[src/rtl/gpio_f2m_pkg.sv]
// ---------------------------------------------------------------------------
// gpio_f2m_pkg
// Shared definitions for the fabric-to-MSS GPIO serial link: the transmit
// FSM state encoding and the default frame width / acknowledge timeout used
// by gpio_f2m_tx.
// ---------------------------------------------------------------------------
package gpio_f2m_pkg;

  // Default frame width in bits (legal range 1..32).
  localparam int GPIO_F2M_DATA_W  = 8;

  // Default number of clock cycles to wait for one bit acknowledge
  // (legal range 1..65535).
  localparam int GPIO_F2M_TIMEOUT = 1023;

  // Transmit FSM states.
  typedef enum logic [1:0] {
    IDLE     = 2'd0,
    SETUP    = 2'd1,
    STROBE   = 2'd2,
    WAIT_ACK = 2'd3
  } gpio_f2m_state_t;

endpackage

[src/rtl/gpio_sync2.sv]
// ---------------------------------------------------------------------------
// gpio_sync2
// Two-flop synchronizer for a single-bit level coming from the MSS clock
// domain. Usable for any M2F GPIO input.
//
// Ports:
//   clk    in   destination clock, rising edge
//   rst_n  in   asynchronous active-low reset, forces both flops to RESET_VAL
//   d      in   asynchronous input level
//   q      out  synchronized level (two clock cycles of latency)
// ---------------------------------------------------------------------------
module gpio_sync2 #(
  parameter logic RESET_VAL = 1'b0
) (
  input  logic clk,
  input  logic rst_n,
  input  logic d,
  output logic q
);

  logic meta;

  // First flop may go metastable; second flop gives it a full cycle to settle
  // before anything downstream looks at the value.
  always_ff @(posedge clk or negedge rst_n) begin
    if (!rst_n) begin
      meta <= RESET_VAL;
      q    <= RESET_VAL;
    end else begin
      meta <= d;
      q    <= meta;
    end
  end

endmodule

[src/rtl/gpio_f2m_tx.sv]
// ---------------------------------------------------------------------------
// gpio_f2m_tx
// Serialises a DATA_W-bit frame, LSB first, onto one GPIO data line towards
// the MSS. Each bit is handed over with a two-phase toggle handshake: the
// strobe output toggles once per bit and the MSS answers by making its
// acknowledge line equal to the strobe. A bit that is not acknowledged
// within TIMEOUT wait cycles aborts the frame and sets a sticky error.
//
// Ports:
//   FAB_CCC_GL0    in   clock, all logic on the rising edge
//   FAB_RESET_N    in   asynchronous active-low reset
//   TX_DATA        in   frame to send, captured on accept
//   TX_VALID       in   TX_DATA holds a frame
//   TX_READY       out  block can accept a frame this cycle
//   GPIO_ACK_M2F   in   acknowledge toggle from the MSS (asynchronous)
//   GPIO_DATA_F2M  out  serial data bit
//   GPIO_STRB_F2M  out  strobe toggle, one toggle per bit
//   BUSY           out  a frame is in progress
//   TIMEOUT_ERR    out  sticky, set when a frame is aborted
//   ERR_CLR        in   single-cycle clear of TIMEOUT_ERR
// ---------------------------------------------------------------------------
module gpio_f2m_tx
  import gpio_f2m_pkg::*;
#(
  parameter int DATA_W  = GPIO_F2M_DATA_W,
  parameter int TIMEOUT = GPIO_F2M_TIMEOUT
) (
  input  logic              FAB_CCC_GL0,
  input  logic              FAB_RESET_N,
  input  logic [DATA_W-1:0] TX_DATA,
  input  logic              TX_VALID,
  output logic              TX_READY,
  input  logic              GPIO_ACK_M2F,
  output logic              GPIO_DATA_F2M,
  output logic              GPIO_STRB_F2M,
  output logic              BUSY,
  output logic              TIMEOUT_ERR,
  input  logic              ERR_CLR
);

  localparam int CNT_W = $clog2(TIMEOUT + 1);
  localparam int BIT_W = (DATA_W > 1) ? $clog2(DATA_W) : 1;

  localparam logic [BIT_W-1:0] LAST_BIT     = BIT_W'(DATA_W - 1);
  localparam logic [CNT_W-1:0] TIMEOUT_MAX  = CNT_W'(TIMEOUT);
  localparam logic [CNT_W-1:0] TIMEOUT_LAST = CNT_W'(TIMEOUT - 1);

  gpio_f2m_state_t   state;
  logic [DATA_W-1:0] shift_reg;
  logic [BIT_W-1:0]  bit_cnt;
  logic [CNT_W-1:0]  tout_cnt;
  logic              strb_q;
  logic              data_q;
  logic              err_q;
  logic              rst_done;
  logic              ack_s;
  logic              ack_matched;
  logic              accept;
  logic              timeout_hit;

  gpio_sync2 #(
    .RESET_VAL (1'b0)
  ) u_ack_sync (
    .clk   (FAB_CCC_GL0),
    .rst_n (FAB_RESET_N),
    .d     (GPIO_ACK_M2F),
    .q     (ack_s)
  );

  // With two-phase signalling there is no outstanding toggle exactly when the
  // synchronized acknowledge has caught up with the strobe.
  assign ack_matched = (ack_s == strb_q);

  // rst_done keeps READY low while reset is held; after that a new frame may
  // only start once any late acknowledge from an aborted frame has landed.
  assign TX_READY = rst_done && (state == IDLE) && ack_matched;
  assign accept   = TX_VALID && TX_READY;

  // The counter reaches TIMEOUT on this edge without an acknowledge. An
  // acknowledge seen in the same cycle wins and the bit completes normally.
  assign timeout_hit = (state == WAIT_ACK) && !ack_matched &&
                       (tout_cnt == TIMEOUT_LAST);

  assign GPIO_DATA_F2M = data_q;
  assign GPIO_STRB_F2M = strb_q;
  assign BUSY          = (state != IDLE);
  assign TIMEOUT_ERR   = err_q;

  // Transmit FSM. Per bit: SETUP drives the data bit, STROBE toggles the
  // strobe one cycle later, WAIT_ACK holds both until the MSS answers. The
  // data bit is only written in SETUP, so it stays stable across STROBE and
  // WAIT_ACK of the same bit. An abort leaves the strobe as it is, so the
  // late acknowledge still pairs with it and re-opens TX_READY.
  always_ff @(posedge FAB_CCC_GL0 or negedge FAB_RESET_N) begin
    if (!FAB_RESET_N) begin
      state     <= IDLE;
      shift_reg <= '0;
      bit_cnt   <= '0;
      tout_cnt  <= '0;
      strb_q    <= 1'b0;
      data_q    <= 1'b0;
      rst_done  <= 1'b0;
    end else begin
      rst_done <= 1'b1;
      case (state)
        IDLE: begin
          if (accept) begin
            shift_reg <= TX_DATA;
            bit_cnt   <= '0;
            state     <= SETUP;
          end
        end
        SETUP: begin
          data_q <= shift_reg[0];
          state  <= STROBE;
        end
        STROBE: begin
          strb_q   <= ~strb_q;
          tout_cnt <= '0;
          state    <= WAIT_ACK;
        end
        WAIT_ACK: begin
          if (ack_matched) begin
            shift_reg <= shift_reg >> 1;
            bit_cnt   <= bit_cnt + 1'b1;
            state     <= (bit_cnt == LAST_BIT) ? IDLE : SETUP;
          end else begin
            if (tout_cnt != TIMEOUT_MAX) begin
              tout_cnt <= tout_cnt + 1'b1;
            end
            if (timeout_hit) begin
              shift_reg <= '0;
              state     <= IDLE;
            end
          end
        end
        default: state <= IDLE;
      endcase
    end
  end

  // Sticky abort flag; a timeout in the same cycle as ERR_CLR keeps it set.
  always_ff @(posedge FAB_CCC_GL0 or negedge FAB_RESET_N) begin
    if (!FAB_RESET_N) begin
      err_q <= 1'b0;
    end else if (timeout_hit) begin
      err_q <= 1'b1;
    end else if (ERR_CLR) begin
      err_q <= 1'b0;
    end
  end

endmodule

[config.mk]
export PLATFORM = sky130hd
export DESIGN_NAME = gpio_f2m_tx
export DESIGN_NICKNAME = d
export VERILOG_FILES = /design/src/rtl/gpio_f2m_pkg.sv /design/src/rtl/gpio_sync2.sv /design/src/rtl/gpio_f2m_tx.sv
export SDC_FILE = /design/constraint.sdc
export NUM_CORES = 1
export LEC_CHECK = 0
export BUFFER_PORTS_ARGS = -buffer_cell sky130_fd_sc_hd__buf_2
export CAP_MARGIN = 20
export CORE_AREA = 3 3 57 59
export CTS_CLUSTER_SIZE = 24
export DETAILED_ROUTE_END_ITERATION = 8
export DIE_AREA = 0 0 60 62
export PLACE_DENSITY = 0.75
export SLEW_MARGIN = 5
export SYNTH_ARGS = -nofsm -noshare
export SYNTH_HDL_FRONTEND = slang
export SYNTH_SLANG_ARGS = --single-unit
export TNS_END_PERCENT = 1
[constraint.sdc]
create_clock -name FAB_CCC_GL0 -period 2.15 [get_ports FAB_CCC_GL0]
set_clock_uncertainty 0.2 [all_clocks]
set_input_delay 0.1075 -clock FAB_CCC_GL0 [delete_from_list [all_inputs] [get_ports FAB_CCC_GL0]]
set_output_delay 0.1075 -clock FAB_CCC_GL0 [all_outputs]
set_load 0.005 [all_outputs]
# After elaboration in Yosys (flattened, before gate mapping)
# Index checks and enable logic that the tools add are counted.
dict set report totals {
  regBits 29
  latchBits 0
  ramBits 0
  romBits 0
  out_inout_bits 5
  word_cells 57
  memories 0
}
dict set report op_classes {
  add_sub_neg 2
  multipliers 0
  div_mod_pow 0
  magnitude_cmp 0
  eq_ne 12
  n_shift 0
  muxes 17
  n_bitwise 1
  reduce_logical 15
}
# operator n
set ops {}
lappend ops {{8-bit two-way mux} 3}
lappend ops {{10-bit two-way mux} 2}
lappend ops {{10-bit case mux with 2 select lines} 1}
lappend ops {{8-bit case mux with 2 select lines} 1}
lappend ops {{10-bit by 1-bit adder with 10-bit output, second input constant} 1}
lappend ops {{10-bit equality test, second input constant} 1}
lappend ops {{10-bit != test, second input constant} 1}
lappend ops {{3-bit AND reduction} 3}
lappend ops {{2-bit case mux with 4 select lines} 1}
lappend ops {{2-bit nonzero test} 4}
lappend ops {{2-bit two-way mux} 3}
lappend ops {{3-bit two-way mux} 2}
lappend ops {{2-bit != test, second input constant} 3}
lappend ops {{3-bit case mux with 2 select lines} 1}
lappend ops {{1-bit logical AND} 5}
lappend ops {{2-bit equality test, second input constant} 2}
lappend ops {{3-bit by 1-bit adder with 3-bit output, second input constant} 1}
lappend ops {{3-bit equality test, second input constant} 1}
lappend ops {{1-bit two-way mux} 3}
lappend ops {{3-bit != test, second input constant} 1}
lappend ops {{2-bit by 1-bit equality test with 1-bit output, second input constant} 1}
lappend ops {{2-bit zero test} 1}
lappend ops {{2-bit by 1-bit != test with 1-bit output, second input constant} 1}
lappend ops {{2-bit AND reduction} 1}
lappend ops {{other kinds (3)} 3}

# Depth between registers and ports, before layout
dict set report depth {
  ltp_word 7
  ltp_mapped 6
  mapped_depth_nobuf 6
}

# Cells and area by module
# Synthesis repeated with hierarchy kept, for this count alone.
dict set report hier_totals {
  cells_unflattened 131
  hier_area_um2 1517.7
}
# module instances cells_per_inst area_each_um2 seq_area_each_um2
set by_module_without_submodules {}
lappend by_module_without_submodules {gpio_f2m_tx 1 129 1467.7 675.6}
lappend by_module_without_submodules {gpio_sync2 1 2 50.0 50.0}

# Least setup slack after synthesis
# No wires, ideal clock.
dict set report synth_path {
  kind {reg-to-reg}
  startpoint {register state[1]}
  endpoint {register tout_cnt[7]}
  setup_ns 0.078
  arrival_time_ns 1.594
  required_time_ns 1.872
  path_slack_ns 0.278
  stages_incl_launch_ff 6
  synth_period_minus_slack_ns 1.872
  cell_sequence {dfrtp_1 ha_1 and3_1 nand4_2 or4_1 a21oi_1}
}
dict set report synth_between {
  elab_chain_cells 3
}
# element line_no
set synth_lines {}
lappend synth_lines {{from (decl)} gpio_f2m_tx.sv:48} ;# gpio_f2m_state_t state;
lappend synth_lines {{from (signal assigned)} gpio_f2m_tx.sv:126} ;# state <= (bit_cnt == LAST_BIT) ? IDLE : SETUP;
lappend synth_lines {{2-bit equality test} gpio_f2m_tx.sv:105} ;# case (state)
lappend synth_lines {{2-bit by 1-bit != test with 1-bit output (no line), or another cell as far along} -}
lappend synth_lines {{3-bit AND reduction (no line)} -}
lappend synth_lines {{to (signal assigned)} gpio_f2m_tx.sv:129} ;# tout_cnt <= tout_cnt + 1'b1;
lappend synth_lines {{to (decl)} gpio_f2m_tx.sv:51} ;# logic [CNT_W-1:0] tout_cnt;
# Parallel ways exist; a longest one is shown, timed or not.
# A chain may end at the register's enable or synchronous reset.

# Worst setup path after layout
# Ends and elaborated chain as after synthesis.

==> impl_metrics.yaml <==
status:
  status: "finished, final reports clean"
drt:
  postRouteAntennaNets: 0
  post_drt_wl_per_cell_um: 15.1
  totalWireLength_um: 3020
  drt_pre_antenna_iters: 5
  vias: 1193
  drc: 0
  vias_per_cell: 5.97
  first_iter_violations: 41
power:
  power_density_nw_per_um2: 1160
  ir_drop_v: 0.00110
  leakagePower_nw: 0.889
clocking:
  post_cts_buffers: 0
  cts_buffers: 5
  clockRootBuffer: "clkbuf_4"
  cts.path.max_buffers: 2
  clock_latency_ns: 0.32
  clk_pin_slew_ns: 0.09
  tritoncts: "done"
  clock_sinks: 29
  cts_htree_levels: 2
synth:
  synth_cell_types: 44
  synth.area.top_cells: "dfrtp_1 47%, ha_1 7.2%, mux2_4 6.8%"
  syn_avg_cell_area_um2: 11.7
  async_reset_ff_share_pct: 100
  synth_top_area_cell: "dfrtp_1"
  ys_ff_latch: 29
  yosys.area.top_type_share_pct: 46.7
  netlist_area_um2: 1560
  synthesis.instances: 133
  ys.flop_type: "dfrtp_1"
  ys_seq_area_share_pct: 46.7
  synth_edf_count: 0
  synth_nets: 155
  yosys_warnings: 0
grt:
  grt_pass1_wl_um: 4760
  grt-ovfl-total: 0
  grt_util_all_layers_pct: 17.3
  grt_max_degree: 30
  antenna_found_initial: 0
  grt_pass1_vias: 1092
die:
  start_util_pct: 56.4
  io_pins: 18
  die_w_um: 60
  row_count: 19
  dieArea_um2: 3720
  core-area_um2: 2760
  fp.dieH_um: 62
timing:
  finalSetupViolCount: 0
  maxSlewViolCount: 0
  tightestPinTransition_ns: 0.632
  clock.fmax_ghz: 0.504
  setup_tns_ns: 0
  min_period_ns: 1.98
  setup_ws_ns: 0.167
  finalHoldViolCount: 0
  rsz0062_at_grt: "no"
  whs_ns: 0.0313
  slew_headroom_pct: 57.8
  min_period_over_period_pct: 92.3
critical_path:
  cp_max_fo: 8
  path_class: "reg2reg"
  endpoint_kind: "register"
  cp.arrival_ns: 2.04
  startpoint_type: "register"
  ff2ff_path_depth: 5
  crit_required_ns: 2.20
  rr_endpoint: "tout_cnt[7]$_DFFE_PN0P_"
  r2r_slack_ns: 0.17
  r2r-start: "state[1]$_DFFE_PN0P_"
layout:
  fillers: 214
  layout_common_cells: "29 x dfrtp_1, 17 x buf_2, 11 x dlygate4sd3_1"
  stdcell_area_um2: 1860
  antenna_cells: 0
  layout-drive-gt1-share_pct: 25.4
  utilization_pct: 67.5
  area_growth_pct: 19.6
  final_common_cell: "dfrtp_1"
  largest_register_ffs: 10
  finish.net_count: 191
job:
  drv_cap: 0
min_path:
  holdPathStages: 4
  whs_endpoint: "bit_cnt[0]$_DFFE_PN0P_"
  min_path_type: "in2reg"
  hp-start: "TX_VALID"
place:
  place_congestion: 0.827
  dp_hpwl_um: 2200
  portBuffers: 17
  dp_slack_ns: 0.112
  place_area_um2: 1690
synth_stat cells, types with 2 or more instances:
cell type / number
dfrtp_1: 29
nand2_1: 10
ha_1: 9
a22o_1: 7
mux2_4: 7
a21oi_1: 6
inv_1: 6
nand3_1: 5
nor2_1: 4
o31ai_1: 4
a32o_1: 3
nor3_1: 3
a211oi_1: 2
a21o_1: 2
a31oi_1: 2
and3_1: 2
mux2i_1: 2
o211ai_1: 2
o41ai_1: 2
or4_1: 2
power breakdown:
part	switching [mW]	internal [mW]
sequential	0.122	0.712
combinational	0.489	0.497
clock	0.180	0.154
how the worst max path moves through the flow:
stage | from | to | slack [ns]
floorplan | state[1]$_DFFE_PN0P_ | tout_cnt[7]$_DFFE_PN0P_ | 0.28
global placement | state[1]$_DFFE_PN0P_ | tout_cnt[5]$_DFFE_PN0P_ | 0.21
detailed placement | state[1]$_DFFE_PN0P_ | tout_cnt[7]$_DFFE_PN0P_ | 0.11
CTS | state[1]$_DFFE_PN0P_ | tout_cnt[7]$_DFFE_PN0P_ | 0.08
global route | tout_cnt[0]$_DFFE_PN0P_ | shift_reg[0]$_DFFE_PN0P_ | 0.05
finish | state[1]$_DFFE_PN0P_ | tout_cnt[7]$_DFFE_PN0P_ | 0.17
routing by layer:
layer / vias to the layer above / share of wire (%) / global-route usage (%)
met5: - / 0 / 0
met4: 0 / 0.93 / 5.70
met3: 5 / 3.6 / 5.17
met2: 18 / 50 / 29.2
met1: 594 / 45 / 21.3
li1: 576 / - / -
layout make-up:
type / instances / area, um^2 / share of cell area (%)
multi-input combinational: 95 / 797 / 42.8
sequential: 29 / 726 / 39.0
timing repair buffer: 31 / 218 / 11.7
clock buffer: 7 / 55.1 / 2.96
tap: 31 / 38.8 / 2.08
inverter: 7 / 26.3 / 1.41
through the flow:
stage | total power, mW | instances
6_report | 2.15 | 200
2_1_floorplan | 1.56 | 133
3_5_place_dp | 1.82 | 182
4_1_cts | 2.17 | 200
3_3_place_gp | 1.76 | 182
5_1_grt | 2.31 | 200
logic make-up (layout without fill, tap and decap cells):
logic type               after synthesis  in the layout  synth area share, %
other                                  1              1                0.241
AND/OR/NAND/NOR                       36             36                 13.6
flip-flops                            29             29                 46.7
adder cells (fa/ha/maj)                9              9                 7.24
AO/OA/AOI/OAI                         37             37                 19.6
buffers and inverters                  9             45                 2.25
multiplexers                          10             10                 8.77
XOR/XNOR                               2              2                 1.61
critical path, stage by stage, from the launching register on:
cell and delay [ns]:
dfrtp_1 0.40, ha_2 0.29, and3_1 0.22, nand4_2 0.19, or4_1 0.45, a21oi_1 0.16
timing repair:
| item | in CTS | in global routing |
|---|---|---|
| gates resized for setup | 0 | 1 |
| hold buffers | 11 | 0 |
| hold endpoints to repair | 39 | 0 |
| endpoints found under the setup margin | 0 | 2 |
Note: power is estimated with default switching activity, not from simulation.
